**src/rtl/jzjpcc_pkg.sv**
```systemverilog
`default_nettype none
// ============================================================================
// Module      : jzjpcc_pkg
// Description : Shared types and constants for the jzjpcc memory stage:
//               load funct3 encodings, memory FSM state type and the
//               load-alignment helper.
// Revision    : 1.0 - initial release
// ============================================================================
package jzjpcc_pkg;

  // Load funct3 encodings
  localparam logic [2:0] LB  = 3'b000;
  localparam logic [2:0] LH  = 3'b001;
  localparam logic [2:0] LW  = 3'b010;
  localparam logic [2:0] LBU = 3'b100;
  localparam logic [2:0] LHU = 3'b101;

  // Memory access FSM
  typedef enum logic [0:0] {
    IDLE = 1'b0,
    WAIT = 1'b1
  } mem_state_t;

  // A word load must sit on offset 0; a halfword load may not straddle the
  // word boundary (offset 3). Byte loads and unknown funct3 never fault.
  function automatic logic load_misaligned(input logic [2:0] funct3,
                                           input logic [1:0] offset);
    logic bad;
    bad = 1'b0;
    if (funct3 == LW)
      bad = (offset != 2'd0);
    else if ((funct3 == LH) || (funct3 == LHU))
      bad = (offset == 2'd3);
    return bad;
  endfunction

endpackage
`default_nettype wire

```
**src/rtl/jzjpcc_memory_if.sv**
```systemverilog
`default_nettype none
// ============================================================================
// Module      : jzjpcc_memory_if
// Description : Execute -> memory stage bundle. The first group is registered
//               by execute; the store group is execute-cycle combinational
//               and is captured by the memory stage itself.
// Revision    : 1.0 - initial release
// ============================================================================
interface jzjpcc_memory_if;

  // Registered by execute
  logic [31:0] aluResult;
  logic [4:0]  rdAddr;
  logic        rdSource;
  logic        rdWriteEnable;
  logic [2:0]  funct3;

  // Execute-cycle combinational store information
  logic        memoryWriteEnable;
  logic [31:2] memAddress;
  logic [31:0] memDataToWrite;
  logic [3:0]  memByteMask;

  // Producer side (execute stage)
  modport execute (
    output aluResult, rdAddr, rdSource, rdWriteEnable, funct3,
    output memoryWriteEnable, memAddress, memDataToWrite, memByteMask
  );

  // Consumer side (memory stage)
  modport memory (
    input aluResult, rdAddr, rdSource, rdWriteEnable, funct3,
    input memoryWriteEnable, memAddress, memDataToWrite, memByteMask
  );

endinterface
`default_nettype wire

```
**src/rtl/jzjpcc_load_extract.sv**
```systemverilog
`default_nettype none
// ============================================================================
// Module      : jzjpcc_load_extract
// Description : Selects the addressed byte/halfword from a loaded word and
//               sign- or zero-extends it according to funct3.
// Revision    : 1.0 - initial release
// ============================================================================
module jzjpcc_load_extract
  import jzjpcc_pkg::*;
(
  input  logic [2:0]  funct3_i,
  input  logic [1:0]  offset_i,
  input  logic [31:0] word_i,
  output logic [31:0] value_o
);

  logic [7:0]  byteSel;
  logic [15:0] halfSel;

  // Lane selection and extension; offset 3 halfwords are filtered out upstream
  always_comb begin
    byteSel = word_i[{offset_i, 3'b000} +: 8];
    halfSel = offset_i[1] ? word_i[31:16] : word_i[15:0];
    value_o = word_i;
    case (funct3_i)
      LB:      value_o = {{24{byteSel[7]}}, byteSel};
      LBU:     value_o = {24'h000000, byteSel};
      LH:      value_o = {{16{halfSel[15]}}, halfSel};
      LHU:     value_o = {16'h0000, halfSel};
      default: value_o = word_i;
    endcase
  end

endmodule
`default_nettype wire

```
**src/rtl/jzjpcc_memory_stage.sv**
```systemverilog
`default_nettype none
// ============================================================================
// Module      : jzjpcc_memory_stage
// Description : Memory stage of the jzjpcc pipeline. Issues loads/stores over
//               a req/ack data-memory handshake with bounded wait states,
//               stalls the front of the pipe while an access is pending,
//               extracts load data and registers the rd result to writeback.
// Revision    : 1.0 - initial release
// ============================================================================
module jzjpcc_memory_stage
  import jzjpcc_pkg::*;
#(
  parameter int unsigned MAX_WAIT = 15
)(
  input  logic                   clock,
  input  logic                   reset,
  jzjpcc_memory_if.memory        memoryIF,

  output logic                   dmemReq,
  output logic                   dmemWriteEnable,
  output logic [29:0]            dmemAddr,
  output logic [31:0]            dmemWriteData,
  output logic [3:0]             dmemByteMask,
  input  logic                   dmemAck,
  input  logic [31:0]            dmemReadData,

  output logic                   memoryStall,
  output logic                   memFault,

  output logic [4:0]             rdAddr_memory,
  output logic                   rdWriteEnable_memory,
  output logic [31:0]            bypassValue_memory,

  output logic [4:0]             rdAddr_writeback,
  output logic                   rdWriteEnable_writeback,
  output logic [31:0]            rdValue_writeback
);

  localparam logic [7:0] WAIT_LIMIT = 8'(MAX_WAIT);

  mem_state_t  state_q, state_d;
  logic [7:0]  waitCount_q, waitCount_d;

  logic        storeEn_q;
  logic [31:0] storeData_q;
  logic [3:0]  storeMask_q;

  logic        rdWe_wb_q;
  logic [4:0]  rdAddr_wb_q;
  logic [31:0] rdValue_wb_q;
  logic        memFault_q;

  logic        isLoad;
  logic        misaligned;
  logic        access;
  logic        reqComb;
  logic        stallComb;
  logic        abort;
  logic        fault;
  logic [31:0] loadValue;

  // The word address is taken from aluResult; the execute-side copy is not
  // needed here.
  logic        unused_memAddress;
  assign unused_memAddress = ^memoryIF.memAddress;

  // A store takes precedence; a load is only an access if it writes rd
  assign isLoad     = memoryIF.rdSource & memoryIF.rdWriteEnable;
  assign misaligned = !storeEn_q & isLoad &
                      load_misaligned(memoryIF.funct3, memoryIF.aluResult[1:0]);
  assign access     = (storeEn_q | isLoad) & !misaligned;

  // Next-state and handshake decode; abort is the cycle WAIT runs out
  always_comb begin
    state_d     = state_q;
    waitCount_d = waitCount_q;
    reqComb     = 1'b0;
    stallComb   = 1'b0;
    abort       = 1'b0;
    case (state_q)
      IDLE: begin
        if (access) begin
          reqComb = 1'b1;
          if (!dmemAck) begin
            stallComb   = 1'b1;
            state_d     = WAIT;
            waitCount_d = 8'd1;
          end
        end
      end
      WAIT: begin
        if (dmemAck) begin
          reqComb     = 1'b1;
          state_d     = IDLE;
          waitCount_d = 8'd0;
        end else if (waitCount_q < WAIT_LIMIT) begin
          reqComb     = 1'b1;
          stallComb   = 1'b1;
          waitCount_d = waitCount_q + 8'd1;
        end else begin
          abort       = 1'b1;
          state_d     = IDLE;
          waitCount_d = 8'd0;
        end
      end
      default: begin
        state_d     = IDLE;
        waitCount_d = 8'd0;
      end
    endcase
  end

  // Request and stall drop the instant reset asserts, independent of state
  assign dmemReq     = reset & reqComb;
  assign memoryStall = reset & stallComb;
  assign fault       = misaligned | abort;

  assign dmemWriteEnable = storeEn_q;
  assign dmemAddr        = memoryIF.aluResult[31:2];
  assign dmemWriteData   = storeData_q;
  assign dmemByteMask    = storeMask_q;

  assign rdAddr_memory        = memoryIF.rdAddr;
  assign rdWriteEnable_memory = memoryIF.rdWriteEnable;
  assign bypassValue_memory   = memoryIF.aluResult;

  jzjpcc_load_extract u_load_extract (
    .funct3_i (memoryIF.funct3),
    .offset_i (memoryIF.aluResult[1:0]),
    .word_i   (dmemReadData),
    .value_o  (loadValue)
  );

  // FSM state and wait counter
  always_ff @(posedge clock or negedge reset) begin
    if (!reset) begin
      state_q     <= IDLE;
      waitCount_q <= 8'd0;
    end else begin
      state_q     <= state_d;
      waitCount_q <= waitCount_d;
    end
  end

  // Store-side capture, frozen together with the execute registers
  always_ff @(posedge clock or negedge reset) begin
    if (!reset) begin
      storeEn_q   <= 1'b0;
      storeData_q <= 32'h0;
      storeMask_q <= 4'h0;
    end else if (!memoryStall) begin
      storeEn_q   <= memoryIF.memoryWriteEnable;
      storeData_q <= memoryIF.memDataToWrite;
      storeMask_q <= memoryIF.memByteMask;
    end
  end

  // Writeback register: bubble while stalled, suppress rd on a fault
  always_ff @(posedge clock or negedge reset) begin
    if (!reset) begin
      rdWe_wb_q    <= 1'b0;
      rdAddr_wb_q  <= 5'd0;
      rdValue_wb_q <= 32'h0;
      memFault_q   <= 1'b0;
    end else begin
      memFault_q <= fault;
      if (memoryStall) begin
        rdWe_wb_q <= 1'b0;
      end else begin
        rdWe_wb_q    <= memoryIF.rdWriteEnable & !fault;
        rdAddr_wb_q  <= memoryIF.rdAddr;
        rdValue_wb_q <= memoryIF.rdSource ? loadValue : memoryIF.aluResult;
      end
    end
  end

  assign rdWriteEnable_writeback = rdWe_wb_q;
  assign rdAddr_writeback        = rdAddr_wb_q;
  assign rdValue_writeback       = rdValue_wb_q;
  assign memFault                = memFault_q;

endmodule
`default_nettype wire

```
**src/flat_wrapper.sv**
```systemverilog
// flat-port wrapper written by rule: the top's interface ports become plain ports
module jzjpcc_memory_stage_flat import jzjpcc_pkg::*;
#(
  parameter int unsigned MAX_WAIT = 15
)
  (clock, reset, dmemReq, dmemWriteEnable, dmemAddr, dmemWriteData, dmemByteMask, dmemAck, dmemReadData, memoryStall, memFault, rdAddr_memory, rdWriteEnable_memory, bypassValue_memory, rdAddr_writeback, rdWriteEnable_writeback, rdValue_writeback, memoryIF_aluResult, memoryIF_rdAddr, memoryIF_rdSource, memoryIF_rdWriteEnable, memoryIF_funct3, memoryIF_memoryWriteEnable, memoryIF_memAddress, memoryIF_memDataToWrite, memoryIF_memByteMask);
  jzjpcc_memory_if memoryIF_i ();
  input  logic clock;
  input  logic reset;
  output logic dmemReq;
  output logic dmemWriteEnable;
  output logic [29:0] dmemAddr;
  output logic [31:0] dmemWriteData;
  output logic [3:0] dmemByteMask;
  input  logic dmemAck;
  input  logic [31:0] dmemReadData;
  output logic memoryStall;
  output logic memFault;
  output logic [4:0] rdAddr_memory;
  output logic rdWriteEnable_memory;
  output logic [31:0] bypassValue_memory;
  output logic [4:0] rdAddr_writeback;
  output logic rdWriteEnable_writeback;
  output logic [31:0] rdValue_writeback;
  input wire logic [$bits(memoryIF_i.aluResult)-1:0] memoryIF_aluResult;
  input wire logic [$bits(memoryIF_i.rdAddr)-1:0] memoryIF_rdAddr;
  input wire logic [$bits(memoryIF_i.rdSource)-1:0] memoryIF_rdSource;
  input wire logic [$bits(memoryIF_i.rdWriteEnable)-1:0] memoryIF_rdWriteEnable;
  input wire logic [$bits(memoryIF_i.funct3)-1:0] memoryIF_funct3;
  input wire logic [$bits(memoryIF_i.memoryWriteEnable)-1:0] memoryIF_memoryWriteEnable;
  input wire logic [$bits(memoryIF_i.memAddress)-1:0] memoryIF_memAddress;
  input wire logic [$bits(memoryIF_i.memDataToWrite)-1:0] memoryIF_memDataToWrite;
  input wire logic [$bits(memoryIF_i.memByteMask)-1:0] memoryIF_memByteMask;
  assign memoryIF_i.aluResult = memoryIF_aluResult;
  assign memoryIF_i.rdAddr = memoryIF_rdAddr;
  assign memoryIF_i.rdSource = memoryIF_rdSource;
  assign memoryIF_i.rdWriteEnable = memoryIF_rdWriteEnable;
  assign memoryIF_i.funct3 = memoryIF_funct3;
  assign memoryIF_i.memoryWriteEnable = memoryIF_memoryWriteEnable;
  assign memoryIF_i.memAddress = memoryIF_memAddress;
  assign memoryIF_i.memDataToWrite = memoryIF_memDataToWrite;
  assign memoryIF_i.memByteMask = memoryIF_memByteMask;
  jzjpcc_memory_stage #(.MAX_WAIT(MAX_WAIT)) u_core (.clock(clock), .reset(reset), .memoryIF(memoryIF_i), .dmemReq(dmemReq), .dmemWriteEnable(dmemWriteEnable), .dmemAddr(dmemAddr), .dmemWriteData(dmemWriteData), .dmemByteMask(dmemByteMask), .dmemAck(dmemAck), .dmemReadData(dmemReadData), .memoryStall(memoryStall), .memFault(memFault), .rdAddr_memory(rdAddr_memory), .rdWriteEnable_memory(rdWriteEnable_memory), .bypassValue_memory(bypassValue_memory), .rdAddr_writeback(rdAddr_writeback), .rdWriteEnable_writeback(rdWriteEnable_writeback), .rdValue_writeback(rdValue_writeback));
endmodule
```
**config.mk**
```make
export PLATFORM = sky130hd
export DESIGN_NAME = jzjpcc_memory_stage_flat
export DESIGN_NICKNAME = d
export VERILOG_FILES = /design/src/rtl/jzjpcc_pkg.sv /design/src/rtl/jzjpcc_memory_if.sv /design/src/rtl/jzjpcc_load_extract.sv /design/src/rtl/jzjpcc_memory_stage.sv /design/src/flat_wrapper.sv
export SDC_FILE = /design/constraint.sdc
export NUM_CORES = 1
export LEC_CHECK = 0
export ABC_CLOCK_PERIOD_IN_PS = 3550
export BUFFER_PORTS_ARGS = -buffer_cell sky130_fd_sc_hd__buf_2
export CORE_MARGIN = 5
export CORE_UTILIZATION = 44
export CTS_CLUSTER_DIAMETER = 150
export DETAILED_ROUTE_END_ITERATION = 10
export GPL_TIMING_DRIVEN = 0
export HOLD_SLACK_MARGIN = 0.15
export PLACE_DENSITY_LB_ADDON = 0.3
export SLEW_MARGIN = 0
export SYNTH_ARGS = -nofsm -noshare
export SYNTH_HDL_FRONTEND = slang
export SYNTH_HIERARCHICAL = 1
export SYNTH_SLANG_ARGS = --single-unit
```
**constraint.sdc**
```tcl
create_clock -name clock -period 3.55 [get_ports clock]
set_clock_uncertainty 0.05 [all_clocks]
set_input_delay 0.8875 -clock clock [delete_from_list [all_inputs] [get_ports clock]]
set_output_delay 0.8875 -clock clock [all_outputs]
set_load 0.005 [all_outputs]
```
Yosys cells after proc, flatten, opt, wreduce, memory -nomap -nowiden
Index checks and enable logic that the tools add are counted.
{"block": "totals", "register_bits": 85, "in_bits": 144, "output_inout_bits": 146, "word_cells": 58}
{"block": "op_classes", "addsub": 1, "magnitude_cmp": 1, "n_eq_ne": 7, "shift": 1, "n_mux": 22, "bitwise": 10, "n_reduce_logical": 7}
{"cell": "$pmux W32 S4", "n": 1}
{"cell": "$mux W32", "n": 1}
{"cell": "$mux W8", "n": 4}
{"cell": "$shiftx A32 B6 Y8", "n": 1}
{"cell": "$mux W16", "n": 1}
{"cell": "$pmux W8 S2", "n": 1}
{"cell": "$mux W1", "n": 12}
{"cell": "$add A8 B1 Y8 const B", "n": 1}
{"cell": "$lt A8 B4 Y1 const B", "n": 1}
{"cell": "$and A1 B1 Y1", "n": 7}
{"cell": "$eq A3 B3 Y1 const B", "n": 2}
{"cell": "$pmux W1 S2", "n": 2}
{"cell": "$eq A3 B1 Y1 const B", "n": 1}
{"cell": "$eq A3 B2 Y1 const B", "n": 1}
{"cell": "$logic_not A1 Y1", "n": 3}
{"cell": "$logic_not A3 Y1", "n": 1}
{"cell": "$eq A2 B2 Y1 const B", "n": 1}
{"cell": "$ne A2 B1 Y1 const B", "n": 1}
{"cell": "$ne A2 B2 Y1 const B", "n": 1}
{"cell": "$or A1 B1 Y1", "n": 2}
{"cell": "$reduce_and A2 Y1", "n": 1}
{"cell": "$reduce_bool A2 Y1", "n": 1}
{"cell": "$logic_or A1 B1 Y1", "n": 1}
{"cell": "$not A1 Y1", "n": 1}

Longest topological paths before layout
{"block": "logic_depth", "depth_word": 11, "depth_mapped": 7, "mapped_depth_nobuf": 6}

Hierarchy
The synthesis kept the hierarchy.
{"mod": "jzjpcc_memory_stage", "n_inst": 1, "cells_per_inst": 354, "area_per_inst_um2": 4093.9, "seq_area_each_um2": 2127.0}
{"mod": "jzjpcc_load_extract", "n_inst": 1, "cells_per_inst": 96, "area_per_inst_um2": 845.8, "seq_area_each_um2": 0.0}

Least setup slack after synthesis
No wires, ideal clock.
{"block": "synth_timing", "kind": "input-to-output", "startpoint": "input memoryIF_rdSource", "endpoint": "output memoryStall", "arrival_time_ns": 2.124, "required_time_ns": 2.612, "slack_ns": 0.489, "cell_stages": 7, "path_buffers": 3, "cell_sequence": "buf_2 > and2_1 > a41o_1 > o2111ai_2 > buf_2 > buf_2 > inv_2"}
{"block": "synth_via", "elab_chain_len": 8, "elab_cells_between_ends": 9, "cone_classes": "mux: 2; bitwise: 6; reduce/logical: 1"}
{"element": "start, declared", "line_no": "flat_wrapper.sv:27", "rtl": "input wire logic [$bits(memoryIF_i.rdSource)-1:0] memoryIF_rdSource;"}
{"element": "$and A1 B1 Y1 *", "line_no": "jzjpcc_memory_stage.sv:68", "rtl": "assign isLoad = memoryIF.rdSource & memoryIF.rdWriteEnable;"}
{"element": "$and A1 B1 Y1 (2 in series)", "line_no": "jzjpcc_memory_stage.sv:69", "rtl": "assign misaligned = !storeEn_q & isLoad &"}
{"element": "$logic_not A1 Y1", "line_no": "jzjpcc_memory_stage.sv:71", "rtl": "assign access = (storeEn_q | isLoad) & !misaligned;"}
{"element": "$and A1 B1 Y1 *", "line_no": "jzjpcc_memory_stage.sv:71"}
{"element": "$mux W1 *", "line_no": "jzjpcc_memory_stage.sv:82", "rtl": "if (access) begin"}
{"element": "$pmux W1 S2 *", "line_no": "jzjpcc_memory_stage.sv:80", "rtl": "case (state_q)"}
{"element": "$and A1 B1 Y1 *", "line_no": "jzjpcc_memory_stage.sv:115", "rtl": "assign memoryStall = reset & stallComb;"}
{"element": "end, declared", "line_no": "flat_wrapper.sv:17", "rtl": "output logic memoryStall;"}
Every way passes the cells marked *; elsewhere a longest branch is shown, timed or not.

Worst setup path after layout
{"block": "layout_timing", "startpoint": "input memoryIF_aluResult[0]", "endpoint": "output memoryStall"}
{"block": "layout_via", "elab_chain_len": 9, "elab_cells_between_ends": 10, "cone_classes": "eq/ne: 1; mux: 4; bitwise: 3; reduce/logical: 2"}
{"element": "start, declared", "line_no": "flat_wrapper.sv:25", "rtl": "input wire logic [$bits(memoryIF_i.aluResult)-1:0] memoryIF_aluResult;"}
{"element": "$eq A2 B2 Y1", "line_no": "jzjpcc_pkg.sv:33", "rtl": "bad = (offset == 2'd3);"}
{"element": "$mux W1", "line_no": "jzjpcc_pkg.sv:32", "rtl": "else if ((funct3 == LH) || (funct3 == LHU))"}
{"element": "$mux W1 *", "line_no": "jzjpcc_pkg.sv:30", "rtl": "if (funct3 == LW)"}
{"element": "$and A1 B1 Y1 *", "line_no": "jzjpcc_memory_stage.sv:69"}
{"element": "$logic_not A1 Y1 *", "line_no": "jzjpcc_memory_stage.sv:71"}
{"element": "$and A1 B1 Y1 *", "line_no": "jzjpcc_memory_stage.sv:71"}
{"element": "$mux W1 *", "line_no": "jzjpcc_memory_stage.sv:82"}
{"element": "$pmux W1 S2 *", "line_no": "jzjpcc_memory_stage.sv:80"}
{"element": "$and A1 B1 Y1 *", "line_no": "jzjpcc_memory_stage.sv:115"}
Marked as above.

==> Flow_metrics.wiki <==
{| class="wikitable"
! Metric !! Value
|-
| Global-route total usage across every layer || 22.0%
|-
| Routability congestion estimate from global placement || 0.911
|-
| Die width || 116 um
|-
| CP delay by family, top || buffers and inverters
|-
| Total clock buffers created by CTS || 9
|-
| Required time reported for the critical path endpoint || 2.61 ns
|-
| Primary flip-flop cell chosen by synthesis mapping || sky130_fd_sc_hd__dfrtp_1
|-
| Fin. Hold Viols || 0
|-
| Count of routing violations after the opening detailed-route iteration || 272
|-
| Total of max-cap violations || 0
|-
| First-pass GRT wire length || 23100 um
|-
| CTS tree || built
|-
| Topmost layer with routed signal wires || met4
|-
| Critical-path cell list || buf_2, nand4bb_1, a41o_1, o2111ai_4, buf_4, inv_2, buf_2
|-
| Transition time at the pin with the least slew margin || approximately 0.85 ns
|-
| Setup crit start kind || primary input
|-
| Cell at the root of the clock tree || sky130_fd_sc_hd__clkbuf_16
|-
| Final period util || between 90% and 100%
|-
| Post-Syn Instances || 450
|-
| Area share of the leading cell type in the synthesized netlist || 43.1%
|-
| Critical path type || in -> out
|-
| Slowest Stage Delay on Critical Path || 0.36 ns
|-
| Post-synthesis async set-or-reset flop share || 100%
|-
| CP dominant cell by count || sky130_fd_sc_hd__buf_2
|-
| Detailed-routing wirelength on met1 || about 5700 um
|-
| Final setup violation count || 0
|-
| Post-Route Utilization || 61.4%
|-
| Maximum vdd ir drop || roughly 0.19 mV
|-
| Number of sinks driven by the clock tree || 85
|-
| P per Cell Area || 389 nW/um2
|-
| Reg clk slew, reported paths || about 0.070 ns
|-
| Fmax || ~300 MHz
|-
| Starting density of the core || approximately 45%
|-
| Leakage power total || 3.47 nW
|-
| Number of synthesized register bits || 85
|-
| Number of buffer and inverter stages on the critical path || 4
|-
| Critical path fanouts, max || 19
|-
| Arrival time worst endpoint || between 2 and 2.5 ns
|-
| Total length of routed met2 wires || 7780 um
|-
| Yosys cell types || 52
|-
| Instance area after placement || 6440 um2
|-
| Cell row count || 38
|-
| Count of synthesis-stage warnings from yosys || 6
|-
| Core region area || 10900 um2
|-
| Detailed placement HPWL || 12000 um
|-
| Setup repair after global routing missed its margin || no
|-
| Yosys top cell by area || sky130_fd_sc_hd__dfrtp_1
|-
| Die Y || 116 um
|-
| Vias in the first global route || approximately 4500
|-
| Longest Clk Path Bufs || 2
|-
| Number of antenna violations at the first check in global routing || 0
|-
| WL final || approximately 15000 um
|-
| Total nets after synthesis || 595
|-
| Count of port buffers added during placement || 258
|-
| Most common library cell in the layout ignoring fill and taps || sky130_fd_sc_hd__buf_2
|-
| Top cells by area in the synthesized netlist || sky130_fd_sc_hd__dfrtp_1, sky130_fd_sc_hd__buf_4, sky130_fd_sc_hd__mux2_1
|-
| Remaining number of nets flagged by the antenna check after routing || 0
|-
| Overflow left after global routing || 0
|-
| Final Max Tran Viols || 0
|-
| Area Growth Syn to Fin || 36.0%
|-
| Run status || finished, final reports clean
|-
| Largest net degree at the start of global routing || 61
|-
| Relative slew margins || 43.3%
|-
| Min Clock Period, post-route || 3.32 ns
|-
| Residual DRC || 0
|-
| Critical path capture point type || output port
|-
| Cell with the largest stage delay on the worst path || sky130_fd_sc_hd__a41o_1
|-
| Mean cell area of the mapped netlist || 11.0 um2
|-
| Fraction of final layout cells sized beyond drive strength 1 || 53.0%
|-
| Class of the tightest hold or removal check || in -> async
|-
| Total power consumption of the routed design || around 2.6 mW
|-
| WL met3 || 1090 um
|-
| # hold bufs at CTS || 0
|-
| Sequential share of the synthesized area || 43.1%
|-
| Net total in the final layout || ~870
|-
| Die area || 13400 um2
|-
| Post-synthesis instance area || between 4000 and 5000 um2
|-
| Post-synth EDFFs || 0
|-
| Detailed-router iteration count before antenna repair || 5
|-
| Ports || 290
|-
| Routed wire per std cell || 17.1 um
|-
| CTS H-Tree Depth || 3
|-
| Final standard cell area without fillers || approximately 6700 um2
|-
| Diodes inserted || 0
|-
| Routed vias/inst || 5.04
|-
| Routed vias || 4352
|-
| Clk_lat worst skew || roughly 0.34 ns
|-
| Leading cell types in the layout, fill and taps excluded || sky130_fd_sc_hd__buf_2, sky130_fd_sc_hd__dfrtp_1, sky130_fd_sc_hd__buf_4
|}
## metal layers
layer,global-route usage (%),vias to the layer above
met5,0,-
met4,6.96,0
met3,3.92,16
met2,39.1,165
met1,27.2,2093
li1,-,2078
## path summary, 6_finish.rpt
kind	from	end	slack, ns	cells after the start
min	reset	u_core/rdAddr_writeback[1]	0.42	1
max in group asynchronous	reset	u_core/rdValue_writeback[10]	2.39	2
max	memoryIF_aluResult[0]	memoryStall	0.23	7
min in group clock	u_core/dmemWriteData[17]	u_core/dmemWriteData[17]	0.43	1
min reg2reg	u_core/dmemWriteData[17]	u_core/dmemWriteData[17]	0.43	1
max reg2reg	u_core/waitCount_q[0]	u_core/rdValue_writeback[10]	1.35	8
## metrics by stage
step	setup slack (ns)	setup TNS (ns)	hold slack, ns	instances
detailed placement	-0.292	-0.292	0.421	849
CTS	0.0459	0	0.427	865
global placement	-1.27	-33.56	0.412	848
global route	0.107	0	0.439	864
floorplan	0.489	0	0.419	450
finish	0.233	0	0.417	864
## cell families after synthesis
family                     count (synthesis)  share of synthesized area, %
DFF                                       85                          43.1
adders and majority gates                  1                         0.253
AOI/OAI and AO/OA                         99                          16.2
buffers and inverters                     98                          13.5
and+or+nand+nor                           82                          8.46
muxes                                     85                          18.5
## layout make-up
type / count / area, um2
plain buffers: 93 / 651
multi-input cells: 267 / 2160
clock inverters: 5 / 36.3
clock buffers: 10 / 229
well taps: 140 / 175
fillers: 962 / 4220
inverters: 4 / 15.0
repair buffers: 260 / 1330
flip-flops and latches: 85 / 2130
## report_power, final
group          internal [mW]  switching, mW
sequential              1.07         0.0505
combinational          0.330          0.306
clock                  0.473          0.386
total                   1.87          0.742
## repair_timing
action	in CTS	in global routing
buffers inserted	1	0
resized for setup	2	0
setup endpoints to repair	1	1
cloned	0	0
pin swaps	1	0
## worst reg2reg max path, stage by stage, from the launching register on
cell and delay, ns:
sky130_fd_sc_hd__dfrtp_1 0.40, sky130_fd_sc_hd__ha_1 0.21, sky130_fd_sc_hd__nand3_1 0.16, sky130_fd_sc_hd__a21bo_2 0.27
sky130_fd_sc_hd__o2111ai_4 0.13, sky130_fd_sc_hd__buf_4 0.21, sky130_fd_sc_hd__clkbuf_1 0.44, sky130_fd_sc_hd__nor2_1 0.08
sky130_fd_sc_hd__a21oi_1 0.16
## flip-flops by register name, indices dropped and copies added, names as in the netlist, 4 cells and up
signal	count
u_core/dmemByteMask	4
u_core/dmemWriteData	32
u_core/rdAddr_writeback	5
u_core/rdValue_writeback	32
u_core/waitCount_q	8
## cells in the mapped netlist (4+ instances only)
cell type and instances:
sky130_fd_sc_hd__a2bb2oi_1 6, sky130_fd_sc_hd__nor2b_1 11, sky130_fd_sc_hd__mux2i_1 38, sky130_fd_sc_hd__a2bb2oi_2 14, sky130_fd_sc_hd__mux2_2 4, sky130_fd_sc_hd__buf_4 71, sky130_fd_sc_hd__nand2_1 9, sky130_fd_sc_hd__mux2_1 42
sky130_fd_sc_hd__clkbuf_1 11, sky130_fd_sc_hd__dfrtp_1 85, sky130_fd_sc_hd__a21oi_1 45, sky130_fd_sc_hd__o221ai_1 5, sky130_fd_sc_hd__buf_2 9, sky130_fd_sc_hd__nor2_1 39, sky130_fd_sc_hd__a221o_1 6
No activity file was read; power rests on OpenSTA's default activity.
